--- config.mk ---
export PLATFORM = sky130hd
export DESIGN_NAME = smm_seq
export DESIGN_NICKNAME = d
export VERILOG_FILES = /design/src/rtl/smm_pkg.sv /design/src/rtl/smm_seq.sv
export SDC_FILE = /design/constraint.sdc
export NUM_CORES = 1
export LEC_CHECK = 0
export BUFFER_PORTS_ARGS = -buffer_cell sky130_fd_sc_hd__buf_2
export CAP_MARGIN = 20
export CORE_MARGIN = 10
export CORE_UTILIZATION = 46
export DETAILED_ROUTE_END_ITERATION = 8
export PLACE_DENSITY = 0.79
export SLEW_MARGIN = 20
export SYNTH_ARGS = -nofsm -noshare
export SYNTH_HDL_FRONTEND = slang
export SYNTH_SLANG_ARGS = --single-unit
--- constraint.sdc ---
create_clock -name clk -period 2.27 [get_ports clk]
set_input_delay 0.3405 -clock clk [delete_from_list [all_inputs] [get_ports clk]]
set_output_delay 0.3405 -clock clk [all_outputs]
set_load 0.02 [all_outputs]
--- src/rtl/smm_pkg.sv ---
// -----------------------------------------------------------------------------
// smm_pkg
// Shared definitions for the SMM core stream sequencer.
//   state_t        : sequencer FSM states
//   MODE_*         : block mode encodings (full product / off-diagonal only)
//   IDX_*          : 2x2 element indices (row-major: 11, 12, 21, 22)
//   op_lsb()       : bit offset of an element inside a packed operand bus
//   res_lsb()      : bit offset of an element inside the core result bus
// -----------------------------------------------------------------------------
package smm_pkg;

   typedef enum logic [1:0] {
      COLLECT = 2'd0,
      ISSUE   = 2'd1,
      WAIT    = 2'd2,
      DRAIN   = 2'd3
   } state_t;

   localparam logic MODE_FULL    = 1'b0;
   localparam logic MODE_OFFDIAG = 1'b1;

   localparam logic [1:0] IDX_11 = 2'd0;
   localparam logic [1:0] IDX_12 = 2'd1;
   localparam logic [1:0] IDX_21 = 2'd2;
   localparam logic [1:0] IDX_22 = 2'd3;

   // Operands: element k sits at [k*w +: w] (A11 in the low word).
   function automatic int op_lsb(input logic [1:0] idx, input int w);
      return int'(idx) * w;
   endfunction

   // Results come back in the opposite order: C11 occupies the top word.
   function automatic int res_lsb(input logic [1:0] idx, input int w);
      return (3 - int'(idx)) * w;
   endfunction

endpackage

--- src/rtl/smm_seq.sv ---
// -----------------------------------------------------------------------------
// smm_seq
// Streaming front/back end for one 2x2 Strassen multiplier core.
// Collects eight serial elements (A11..A22, B11..B22), packs them onto the
// core operand buses, strobes the core's load, captures the registered
// product RESULT_LAT cycles later and streams the result back out.
//
// Ports
//   clk, rst               clock, synchronous active-high reset
//   in_valid/in_ready      input element handshake
//   in_data                element (A11,A12,A21,A22,B11,B12,B21,B22 order)
//   in_mode                block mode, sampled on the first beat only
//   out_valid/out_ready    result element handshake
//   out_data, out_last     result element, final-word marker
//   busy                   block in progress (anything but idle COLLECT)
//   smm_a, smm_b           packed operands to the core
//   smm_load, smm_sel      one-cycle load strobe and mode select to the core
//   smm_c                  registered core result
// -----------------------------------------------------------------------------
module smm_seq
   import smm_pkg::*;
#(
   parameter int DATAWIDTH  = 32,
   parameter int BUSWIDTH   = 4*DATAWIDTH,
   parameter int RESULT_LAT = 2
) (
   input  logic                 clk,
   input  logic                 rst,
   input  logic                 in_valid,
   output logic                 in_ready,
   input  logic [DATAWIDTH-1:0] in_data,
   input  logic                 in_mode,
   output logic                 out_valid,
   input  logic                 out_ready,
   output logic [DATAWIDTH-1:0] out_data,
   output logic                 out_last,
   output logic                 busy,
   output logic [BUSWIDTH-1:0]  smm_a,
   output logic [BUSWIDTH-1:0]  smm_b,
   output logic                 smm_load,
   output logic                 smm_sel,
   input  logic [BUSWIDTH-1:0]  smm_c
);

   localparam int LAT_W = $clog2(RESULT_LAT + 1);

   state_t               r_state;
   logic [2:0]           r_beat;
   logic [LAT_W-1:0]     r_lat;
   logic                 r_mode;
   logic [1:0]           r_widx;
   logic [BUSWIDTH-1:0]  r_res;
   logic                 r_in_ready;
   logic                 r_out_valid;
   logic                 r_out_last;
   logic [DATAWIDTH-1:0] r_out_data;
   logic [BUSWIDTH-1:0]  r_smm_a;
   logic [BUSWIDTH-1:0]  r_smm_b;
   logic                 r_smm_load;
   logic                 r_smm_sel;

   logic                 w_in_fire;
   logic                 w_out_fire;
   logic [1:0]           w_first_idx;
   logic [1:0]           w_next_pos;
   logic [1:0]           w_next_idx;
   logic                 w_next_last;

   function automatic logic [DATAWIDTH-1:0] res_elem(input logic [BUSWIDTH-1:0] bus,
                                                     input logic [1:0]          idx);
      return bus[res_lsb(idx, DATAWIDTH) +: DATAWIDTH];
   endfunction

   assign w_in_fire  = (r_state == COLLECT) && in_valid && r_in_ready;
   assign w_out_fire = (r_state == DRAIN) && r_out_valid && out_ready;

   // Off-diagonal mode walks C12, C21; full mode walks C11..C22. Both are
   // the same index sequence, shifted by one for off-diagonal.
   assign w_first_idx = (r_mode == MODE_OFFDIAG) ? IDX_12 : IDX_11;
   assign w_next_pos  = r_widx + 2'd1;
   assign w_next_idx  = (r_mode == MODE_OFFDIAG) ? (w_next_pos + 2'd1) : w_next_pos;
   assign w_next_last = (w_next_idx == ((r_mode == MODE_OFFDIAG) ? IDX_21 : IDX_22));

   always_ff @(posedge clk) begin
      if (rst) begin
         r_state     <= COLLECT;
         r_beat      <= '0;
         r_lat       <= '0;
         r_mode      <= MODE_FULL;
         r_widx      <= '0;
         r_res       <= '0;
         r_in_ready  <= 1'b1;
         r_out_valid <= 1'b0;
         r_out_last  <= 1'b0;
         r_out_data  <= '0;
         r_smm_a     <= '0;
         r_smm_b     <= '0;
         r_smm_load  <= 1'b0;
         r_smm_sel   <= 1'b0;
      end else begin
         case (r_state)
            COLLECT: begin
               if (w_in_fire) begin
                  if (!r_beat[2]) begin
                     r_smm_a[op_lsb(r_beat[1:0], DATAWIDTH) +: DATAWIDTH] <= in_data;
                  end else begin
                     r_smm_b[op_lsb(r_beat[1:0], DATAWIDTH) +: DATAWIDTH] <= in_data;
                  end
                  if (r_beat == 3'd0) begin
                     r_mode    <= in_mode;
                     r_smm_sel <= in_mode;
                  end
                  // 3-bit counter wraps back to 0 after beat 7, leaving it
                  // ready for the next block once DRAIN finishes.
                  r_beat <= r_beat + 3'd1;
                  if (r_beat == 3'd7) begin
                     r_state    <= ISSUE;
                     r_in_ready <= 1'b0;
                     r_smm_load <= 1'b1;
                  end
               end
            end

            ISSUE: begin
               r_smm_load <= 1'b0;
               r_lat      <= LAT_W'(RESULT_LAT - 1);
               r_state    <= WAIT;
            end

            WAIT: begin
               if (r_lat == '0) begin
                  r_res       <= smm_c;
                  r_out_data  <= res_elem(smm_c, w_first_idx);
                  r_out_last  <= 1'b0;
                  r_out_valid <= 1'b1;
                  r_widx      <= '0;
                  r_state     <= DRAIN;
               end else begin
                  r_lat <= r_lat - 1'b1;
               end
            end

            DRAIN: begin
               if (w_out_fire) begin
                  if (r_out_last) begin
                     r_out_valid <= 1'b0;
                     r_out_last  <= 1'b0;
                     r_widx      <= '0;
                     r_beat      <= '0;
                     r_in_ready  <= 1'b1;
                     r_state     <= COLLECT;
                  end else begin
                     r_widx     <= w_next_pos;
                     r_out_data <= res_elem(r_res, w_next_idx);
                     r_out_last <= w_next_last;
                  end
               end
            end

            default: begin
               r_state <= COLLECT;
            end
         endcase
      end
   end

   assign in_ready  = r_in_ready;
   assign out_valid = r_out_valid;
   assign out_data  = r_out_data;
   assign out_last  = r_out_last;
   assign smm_a     = r_smm_a;
   assign smm_b     = r_smm_b;
   assign smm_load  = r_smm_load;
   assign smm_sel   = r_smm_sel;
   assign busy      = (r_state != COLLECT) || (r_beat != 3'd0);

endmodule

==> summary.txt, run 1 <==
Synthesis
  – Sequential share of the synthesized area: 49.46%
  – Synth warnings: 0
  – Most used DFF post-synth: dfxtp_1
  – Synthesized flop and latch total: 430
  – Post-Syn Area: 0.01740 sq mm
  – Count leader, synth: nand2_1
  – Post-synth top area share: approximately half
  – Unique masters post-synth: 53
  – Synth top area cells: dfxtp_1 (49%), a21oi_1 (12%), nand2_1 (11%)
  – Asr flop ratio synth: 0%
  – Cell count after synthesis: ~2200
  – Syn_nets: roughly 2300
  – Area leader, netlist: dfxtp_1
  – EDFF count, synth: 0
  – Mean Syn Cell Area: between 8 and 9 sq um
  – Top cells by count, synth: nand2_1 (531), dfxtp_1 (430), a21oi_1 (402)

Clock tree
  – Clk pin slew, worst setup/hold paths: approximately 0.060 ns
  – H-tree Lvls: 2
  – TritonCTS Buffers: between 40 and 50
  – Root buffer cell: clkbuf_16
  – CTS tree: yes
  – Post-CTS Setup Repair Bufs: 0
  – Worst-case clock buffer depth: 3
  – Clk_lat worst skew: a little under 0.6 ns
  – # clock sinks: between 400 and 500

Setup path
  – CP endpoint kind: primary output
  – CP max stage delay: roughly 0.4 ns
  – Worst Setup SP: r_state[0]$_SDFFE_PP0P_
  – Arrival time worst endpoint: approximately 1.8 ns
  – Crit path max fanout: 9
  – Setup crit start kind: register
  – Crit path buf inv count: 3
  – Worst path cell trace: inv_1, ha_1, buf_4, nand3b_1, buf_2
  – Reg-to-reg startpoint: r_state[0]$_SDFFE_PP0P_
  – CP Depth: 5
  – Crit path capture: busy
  – R2r setup slk: approximately 0.23 ns
  – Crit Path Category: reg2out
  – R2R depth: 7
  – Required @ worst endpoint: roughly 1.9 ns
  – Slowest CP cell: dfxtp_1
  – FF-to-FF End: out_data[13]$_SDFFE_PP0P_
  – CP delay by family, top: buffers and inverters

STA
  – Fmax: about 0.46 GHz
  – Final min period: ~2.2 ns
  – TNS Setup: 0 ns
  – RSZ-0062 raised after global routing: false
  – Clock skew: approximately 0.0082 ns
  – Final worst-path setup slack: 0.1059 ns
  – Tcrit/Tclk final: a little over nine tenths
  – Final hold vios: 0
  – Final max-slew violation count: 0
  – Slew @ Worst Pin: 0.6893 ns
  – Relative slew slack: between 50% and 60%
  – Final setup viols: 0
  – Final hold slack: roughly 0.021 ns

Floorplan
  – Die ar.: approximately 0.046 sq mm
  – DIE WIDTH: between 200 and 250 microns
  – Cell row count: approximately 70
  – I/O pin total: 459
  – Core area: between 0.03 and 0.04 sq mm
  – Die H: between 200 and 250 microns
  – Initial core utilization: 46.43%

Worst hold path
  – Hold Crit Class: in2reg

Global route
  – Largest net degree at the start of global routing: roughly 150
  – Gr usage total: 26.32%
  – Initial antenna violation count: 3
  – GR Overflow Total: 0
  – First-pass GRT wire length: 98890 microns
  – Vias in the first global route: ~17000

Power and ir drop
  – Cell internal pwr: ~13 mW
  – Comb pwr share: 23.2%
  – Switching share of power: between 30% and 40%
  – Clock share of power: a little over a third
  – Cell area power density: 892.7 mW/mm^2
  – PnR Total Power: slightly below 20 mW
  – Net Sw Power: 6.413 mW
  – Leak pwr: approximately 8.6 nW
  – Seq pwr share: between 40 and 50%
  – Peak supply drop: 606.3 uV

Place
  – I/O Buffers: between 400 and 500
  – Routability cong.: 0.8642
  – Placed insts: 2955
  – DP Area: 0.02008 sq mm
  – Dpl hpwl: about 44000 microns
  – Dpl ws: just under 0.01 ns

Drt
  – Final Routed Wirelength: ~64000 microns
  – Iter 0 DRT Violations: 2293
  – # DRC: 0
  – Via count: 18050
  – ANT nets after route: 0
  – Number of detailed-route iterations in the first pass: 7
  – Vias/cell: ~6
  – WL/cell: 20.91 microns

Finish
  – Final Instance Area: 0.02190 sq mm
  – Area grow syn2layout: 25.86%
  – Nets: between 2000 and 3000
  – Fin cells: 3082
  – Share of cells above drive strength 1: a little under a quarter
  – Final core occ: between 50 and 60%

Outcome
  – Status: finished, final reports clean

Job
  – Maximum capacitance violations: 0
## worst register-to-register path, stage by stage, from the launching register on
cell and delay [ns]:
dfxtp_1 0.39, inv_1 0.10, ha_1 0.23, mux2i_1 0.23
a21o_2 0.21, nor2b_4 0.46, buf_12 0.23, a32o_1 0.15
## metal layers
| layer | wire, microns | vias up | part of all wire [%] | track usage, % |
|---|---|---|---|---|
| li1 | - | 8154 | - | - |
| met1 | 23470 | 8438 | 36 | 30.31 |
| met2 | 30400 | 1225 | 47 | 43.26 |
| met3 | 7042 | 234 | 11 | 7.250 |
| met4 | 3533 | 0 | 5.5 | 15.29 |
| met5 | 0 | - | 0 | 0 |
## flip-flops by register name, summed over array words and instances (netlist names)
name / cells
r_state: 2
r_widx: 2
smm_sel: 1
in_ready: 1
out_last: 1
smm_b: 128
out_valid: 1
r_lat: 2
smm_a: 128
out_data: 32
r_beat: 3
smm_load: 1
r_res: 128
## timing repair
action                                  in CTS  in global routing
endpoints found under the hold margin       46                  0
hold buffers                                46                  0
resized for setup                            1                  0
endpoints found under the setup margin      18                  0
## cell usage in the layout, fill, tap and decap left out, types with 2 or more instances in the layout
cell type,netlist,layout
or3_1,4,4
buf_12,0,25
nor3b_2,0,3
nand3_1,267,267
a211o_1,37,37
clkbuf_1,131,18
a32o_1,31,31
o21ai_1,16,16
inv_1,7,7
a21boi_0,2,2
nand2b_1,9,9
diode_2,0,3
buf_2,62,457
dlygate4sd3_1,0,46
a2bb2oi_1,2,2
dfxtp_1,430,429
o21ai_0,24,24
clkinv_4,0,2
nand2_1,531,530
inv_2,2,2
a21o_1,2,2
inv_6,0,2
a21oi_1,402,402
nand3b_1,5,5
a221o_1,26,26
mux2i_1,41,41
clkbuf_16,0,47
clkinv_2,0,6
a22oi_1,2,2
and2_1,39,39
a211oi_1,8,8
buf_4,2,27
ha_1,13,12
nor2_1,7,6
## worst min path at each step
stage	from	to	slack [ns]	cells after the start
2_1_floorplan	r_res[63]$_SDFFE_PP0P_	r_res[63]$_SDFFE_PP0P_	0.43	2
3_3_place_gp	smm_a[66]$_SDFFE_PP0P_	smm_a[66]$_SDFFE_PP0P_	0.44	2
3_5_place_dp	smm_a[66]$_SDFFE_PP0P_	smm_a[66]$_SDFFE_PP0P_	0.44	2
5_1_grt	smm_c[32]	r_res[32]$_SDFFE_PP0P_	0.005	3
4_1_cts	smm_c[17]	r_res[17]$_SDFFE_PP0P_	0.0002	3
6_report	smm_c[109]	r_res[109]$_SDFFE_PP0P_	0.02	3
## area by class of cell
class                      count  area (sq um)
tap                          511         639.4
multi-input combinational   1495          7799
timing repair buffer         556          3466
clock buffer                  66          1257
antenna                        3         7.507
fill                        3261         15580
sequential                   430          8610
clock inverter                12         92.59
inverter                       9         33.78
## power groups by stage
stage               registers [mW]  clock network [mW]  logic (mW)
floorplan                     8.49                   0        2.47
global placement              8.26                   0        4.27
detailed placement            8.27                   0        4.37
CTS                           8.11                6.98        4.45
global route                  8.15                7.31        4.80
finish                        8.12                6.90        4.54
## cells by family after synthesis
| family | count (synthesis) | share of synthesized area [%] |
|---|---|---|
| flip-flops | 430 | 49.46 |
| multiplexers | 41 | 2.358 |
| buffers and inverters | 241 | 5.967 |
| AO/OA/AOI/OAI | 556 | 18.81 |
| AND/OR/NAND/NOR | 883 | 22.33 |
| adder cells (fa/ha/maj) | 13 | 0.9346 |
| XOR/XNOR | 2 | 0.1438 |
(Power assumes the default switching activity.)
==> run 2: changes to the inputs <==
--- a/config.mk
+++ b/config.mk
@@ -7,8 +7,8 @@
 export LEC_CHECK = 0
 export BUFFER_PORTS_ARGS = -buffer_cell sky130_fd_sc_hd__buf_2
 export CAP_MARGIN = 20
-export CORE_MARGIN = 10
 export CORE_UTILIZATION = 46
+export CTS_BUF_LIST = sky130_fd_sc_hd__clkbuf_4 sky130_fd_sc_hd__clkbuf_8
 export DETAILED_ROUTE_END_ITERATION = 8
 export PLACE_DENSITY = 0.79
 export SLEW_MARGIN = 20
==> constraint.sdc (replaced) <==
create_clock -name clk -period 2.27 [get_ports clk]
set_input_delay 0.454 -clock clk [delete_from_list [all_inputs] [get_ports clk]]
set_output_delay 0.454 -clock clk [all_outputs]
set_load 0.02 [all_outputs]
==> summary.txt, run 2 (synthesis gave the netlist of run 1 again) <==
Power and ir drop
  – PnR Total Power: 19.71 mW
  – Switching share of power: about a third
  – Cell area power density: a little over 900 mW/mm^2
  – Clock share of power: 36.1%
  – Comb pwr share: between 20 and 25%
  – Leak pwr: 8.496 nW
  – Net Sw Power: around 6.4 mW
  – Peak supply drop: 619.9 uV
  – Seq pwr share: roughly 41%
  – Cell internal pwr: between 10 and 15 mW

STA
  – Relative slew slack: between 30% and 40%
  – Final min period: about 2.1 ns
  – Final hold vios: 0
  – TNS Setup: 0 ns
  – Slew @ Worst Pin: approximately 1.0 ns
  – Final setup viols: 0
  – RSZ-0062 raised after global routing: false
  – Final max-slew violation count: 0
  – Fmax: 0.4702 GHz
  – Clock skew: roughly 0.019 ns
  – Tcrit/Tclk final: 93.69%

Clock tree
  – Clk pin slew, worst setup/hold paths: roughly 0.06 ns
  – Root buffer cell: clkbuf_8
  – Clk_lat worst skew: 0.62 ns
  – CTS tree: yes
  – # clock sinks: 430
  – Worst-case clock buffer depth: 3
  – H-tree Lvls: 3
  – TritonCTS Buffers: 72
  – Post-CTS Setup Repair Bufs: 0

Floorplan
  – Die ar.: a little under 0.04 sq mm
  – Initial core utilization: a little under half
  – DIE WIDTH: ~200 microns
  – Cell row count: 70
  – Core area: roughly 0.037 sq mm
  – I/O pin total: between 400 and 500
  – Die H: between 150 and 200 microns

Setup path
  – FF-to-FF End: out_data[13]$_SDFFE_PP0P_
  – Reg-to-reg startpoint: smm_sel$_SDFFE_PP0P_
  – Arrival time worst endpoint: about 1.7 ns
  – Crit Path Category: reg2out
  – Crit path capture: busy
  – R2R depth: 6
  – Required @ worst endpoint: between 1.5 and 2 ns
  – Worst Setup SP: r_state[0]$_SDFFE_PP0P_
  – Crit path max fanout: 9
  – R2r setup slk: 0.20 ns
  – CP endpoint kind: primary output
  – Setup crit start kind: register

Global route
  – Gr usage total: slightly below 30%
  – Initial antenna violation count: 9
  – Largest net degree at the start of global routing: 220
  – Vias in the first global route: ~16000
  – First-pass GRT wire length: about 90000 microns
  – GR Overflow Total: 0

Worst hold path
  – Hold Crit Start: smm_c[2]
  – Hold Crit Class: in2reg

Drt
  – Via count: about 17000
  – Iter 0 DRT Violations: about 1400
  – # DRC: 0
  – Final Routed Wirelength: 58610 microns
  – Vias/cell: 5.667
  – Number of detailed-route iterations in the first pass: 6
  – WL/cell: between 15 and 20 microns
  – ANT nets after route: 0

Finish
  – Share of cells above drive strength 1: between 20% and 30%
  – Leading cell type in the layout, fill and taps excluded: nand2_1
  – Fill cells: between 3000 and 4000
  – Area grow syn2layout: 24.03%
  – Most frequent cells in the layout: nand2_1 (530), buf_2 (456), dfxtp_1 (425)
  – Nets: about 2700

Place
  – Routability cong.: just under 0.9
  – I/O Buffers: ~460
  – Dpl hpwl: a little under 40000 microns

Job
  – Maximum capacitance violations: 0

Outcome
  – Status: finished, final reports clean
run 2: cell types whose count changed in the layout (fill, tap and decap cells not counted), sizes merged, moves of 2 or more:
cell | previous run | this run
clkinvlp | 1 | 4
clkinv | 8 | 3
inv | 12 | 10
dlygate4sd3 | 46 | 0
clkbuf | 66 | 113
diode | 3 | 6
run 2: worst min-delay path by stage:
| stage | endpoint | slack [ns] | cells past startpoint |
|---|---|---|---|
| floorplan | r_res[63]$_SDFFE_PP0P_ | 0.43 | 2 |
| global placement | smm_a[100]$_SDFFE_PP0P_ | 0.44 | 2 |
| detailed placement | smm_a[33]$_SDFFE_PP0P_ | 0.44 | 2 |
| CTS | r_res[25]$_SDFFE_PP0P_ | 0.03 | 3 |
| global route | r_res[37]$_SDFFE_PP0P_ | 0.05 | 3 |
| finish | r_res[2]$_SDFFE_PP0P_ | 0.07 | 3 |
run 2: worst max-delay path, stage by stage (launching register included):
cell	delay (ns)
dfxtp_2	0.38
inv_2	0.08
ha_4	0.17
buf_4	0.15
nand3b_1	0.10
buf_4	0.16
run 2: repair_timing:
item | in CTS | in global routing
endpoints found under the setup margin | 3 | 18
hold buffers | 0 | 0
cloned | 0 | 0
resized for setup | 6 | 6
run 2: metal layers:
layer  up-vias  track usage, %  routed length (microns)  part of all wire (%)
met5         -               0                       60                  0.10
met4        10           18.55                     3690                   6.3
met3       223           8.248                     6259                    11
met2       980           47.91                    27080                    46
met1      8088           34.60                    21520                    37
li1       8136               -                        -                     -
run 2: power by group through the flow:
stage	combinational (mW)	clock [mW]	sequential (mW)
2_1_floorplan	2.47	0	8.49
3_3_place_gp	4.25	0	8.26
3_5_place_dp	4.34	0	8.28
4_1_cts	4.36	7.20	8.13
5_1_grt	4.77	7.55	8.17
6_report	4.47	7.11	8.13
run 2: final cells by class:
cell class | instances | area [sq um] | area share [%]
sequential | 430 | 8615 | 39.91
multi-input combinational | 1495 | 7819 | 36.22
timing repair buffer | 511 | 2990 | 13.85
clock buffer | 113 | 1399 | 6.480
tap | 504 | 630.6 | 2.921
clock inverter | 9 | 83.83 | 0.3884
inverter | 9 | 33.78 | 0.1565
antenna | 6 | 15.01 | 0.06956
run 2: stage by stage:
stage	worst slack [ns]	utilization [%]	hold WS, ns	std cells	cell area, sq um
CTS	0.001892	58.29	0.02514	3071	21540
detailed placement	0.06599	54.25	0.4430	2949	20050
global placement	0.1682	54.25	0.4386	2949	20050
finish	0.1433	58.40	0.07247	3077	21590
floorplan	0.3359	-	0.4315	2166	17400
global route	0.05286	58.36	0.05347	3071	21570
==> run 3: changes to the inputs <==
--- a/config.mk
+++ b/config.mk
@@ -5,12 +5,12 @@
 export SDC_FILE = /design/constraint.sdc
 export NUM_CORES = 1
 export LEC_CHECK = 0
-export BUFFER_PORTS_ARGS = -buffer_cell sky130_fd_sc_hd__buf_2
 export CAP_MARGIN = 20
 export CORE_UTILIZATION = 46
 export CTS_BUF_LIST = sky130_fd_sc_hd__clkbuf_4 sky130_fd_sc_hd__clkbuf_8
 export DETAILED_ROUTE_END_ITERATION = 8
-export PLACE_DENSITY = 0.79
+export DONT_BUFFER_PORTS = 1
+export PLACE_DENSITY = 0.69
 export SLEW_MARGIN = 20
 export SYNTH_ARGS = -nofsm -noshare
 export SYNTH_HDL_FRONTEND = slang
==> summary.txt, run 3 (synthesis gave the netlist of run 1 again) <==
Outcome
  – Status: finished with violations
  – Violated checks: negative setup slack

Setup path
  – FF-to-FF End: r_res[94]$_SDFFE_PP0P_
  – Reg-to-reg startpoint: r_state[0]$_SDFFE_PP0P_
  – Crit Path Category: reg2reg
  – Required @ worst endpoint: 2.83 ns
  – R2R depth: 8
  – Setup crit start kind: register
  – CP endpoint kind: register
  – Crit path max fanout: 16
  – Arrival time worst endpoint: 2.89 ns
  – R2r setup slk: -0.06 ns

Floorplan
  – DIE WIDTH: 196.5 microns
  – Initial core utilization: around 47%
  – Core area: between 0.03 and 0.04 sq mm
  – I/O pin total: around 460
  – Cell row count: 70
  – Die ar.: 0.03862 sq mm
  – Die H: just under 200 microns

Place
  – Placed insts: approximately 2500
  – Dpl hpwl: approximately 37000 microns
  – Routability cong.: about 0.85
  – I/O Buffers: 0
  – Dpl ws: 0.1251 ns

Clock tree
  – Worst-case clock buffer depth: 3
  – TritonCTS Buffers: ~70
  – CTS tree: yes
  – Root buffer cell: clkbuf_8
  – # clock sinks: between 400 and 500
  – Clk_lat worst skew: 0.63 ns
  – H-tree Lvls: 3
  – Clk pin slew, worst setup/hold paths: about 0.060 ns

STA
  – Relative slew slack: roughly 33%
  – Final min period: 2.330 ns
  – RSZ-0062 raised after global routing: true
  – Clock skew: 0.01437 ns
  – Final max-slew violation count: 0
  – Fmax: ~0.43 GHz
  – Slew @ Worst Pin: 1.002 ns
  – Final setup viols: 1
  – Tcrit/Tclk final: 102.7%
  – Final hold vios: 0
  – Final worst-path setup slack: -0.06040 ns
  – TNS Setup: -0.06040 ns

Finish
  – Multi-input logic area: roughly 0.0078 sq mm
  – Share of cells above drive strength 1: under 10%
  – Most frequent cells in the layout: nand2_1 (530), dfxtp_1 (428), a21oi_1 (402)
  – Fill cells: 3247
  – Area grow syn2layout: 21.27%
  – Fin cells: 2806
  – Nets: about 2400
  – Register area: roughly 0.0086 sq mm
  – Leading cell type in the layout, fill and taps excluded: nand2_1

Worst hold path
  – Hold path depth: 2
  – Hold Path End: r_res[20]$_SDFFE_PP0P_
  – Hold Crit Class: in2reg
  – Hold Crit Start: smm_c[20]

Drt
  – WL/cell: between 20 and 25 microns
  – Iter 0 DRT Violations: ~1200
  – Number of detailed-route iterations in the first pass: 8
  – Vias/cell: between 5 and 6
  – ANT nets after route: 0
  – # DRC: 0
  – Via count: about 17000
  – Final Routed Wirelength: about 61000 microns

Power and ir drop
  – Cell area power density: 929.4 mW/mm^2
  – Peak supply drop: between 800 and 900 uV
  – Leak pwr: between 7 and 8 nW

Global route
  – GR Overflow Total: 0
  – Initial antenna violation count: 7
  – First-pass GRT wire length: 88760 microns
  – Gr usage total: between 20 and 30%
  – Largest net degree at the start of global routing: between 400 and 500
  – Vias in the first global route: about 16000

Job
  – Maximum capacitance violations: 0
==> run 3: power breakdown <==
part           internal (mW)  switching (mW)  leakage [nW]
clock                   4.06            3.12         0.794
combinational           1.33            2.68          2.85
sequential              7.89           0.535          3.47
total                   13.3            6.33          7.11
==> run 3: what timing repair did <==
| item | CTS | global route |
|---|---|---|
| pin swaps | 1 | 1 |
| hold buffers | 113 | 56 |
| setup buffers | 0 | 6 |
| endpoints found under the setup margin | 1 | 30 |
| resized for setup | 5 | 10 |
| hold endpoints to repair | 399 | 76 |
| cloned | 0 | 2 |
==> run 3: worst max-delay path, cell delays in order, from the launching register on <==
cell	delay, ns
dfxtp_2	0.34
inv_1	0.13
ha_1	0.22
buf_6	0.17
and2_4	0.32
buf_4	0.22
nand2_1	0.07
a21oi_1	0.17
dlygate4sd3_1	0.62
==> run 3: area by class of cell <==
type / count / share of cell area [%]
timing repair buffer: 236 / 11.64
sequential: 430 / 40.80
tap: 504 / 2.988
clock inverter: 7 / 0.2134
antenna: 7 / 0.08300
inverter: 9 / 0.1601
multi-input combinational: 1496 / 37.17
clock buffer: 117 / 6.948
==> run 3: how the worst max path moves through the flow <==
stage / start / end / slack [ns] / cells past startpoint
3_3_place_gp: r_state[0]$_SDFFE_PP0P_ / out_data[13]$_SDFFE_PP0P_ / 0.18 / 7
3_5_place_dp: r_state[0]$_SDFFE_PP0P_ / out_data[12]$_SDFFE_PP0P_ / 0.13 / 7
2_1_floorplan: r_beat[0]$_SDFFE_PP0P_ / smm_a[66]$_SDFFE_PP0P_ / 0.34 / 7
6_report: r_state[0]$_SDFFE_PP0P_ / r_res[94]$_SDFFE_PP0P_ / -0.06 / 8
4_1_cts: r_state[1]$_SDFFE_PP0P_ / busy / 0.01 / 4
5_1_grt: r_state[0]$_SDFFE_PP0P_ / r_res[94]$_SDFFE_PP0P_ / -0.13 / 8
==> run 3: metal layers <==
metal	GRT usage, %	share of wire (%)	wire length (microns)
met1	33.00	35	21430
met4	17.22	5.7	3489
met3	10.15	12	7017
met5	0	0.013	8
met2	47.85	47	28830
==> run 3: metrics by stage <==
step	utilization [%]	total power, mW	hold slack [ns]	cell area, sq um
detailed placement	47.92	12.02	0.4432	17710
finish	57.10	19.61	0.003922	21110
global placement	47.92	11.93	0.4373	17710
CTS	55.12	19.44	-0.1332	20370
floorplan	-	10.96	0.4315	17400
global route	57.10	20.36	-0.01086	21100
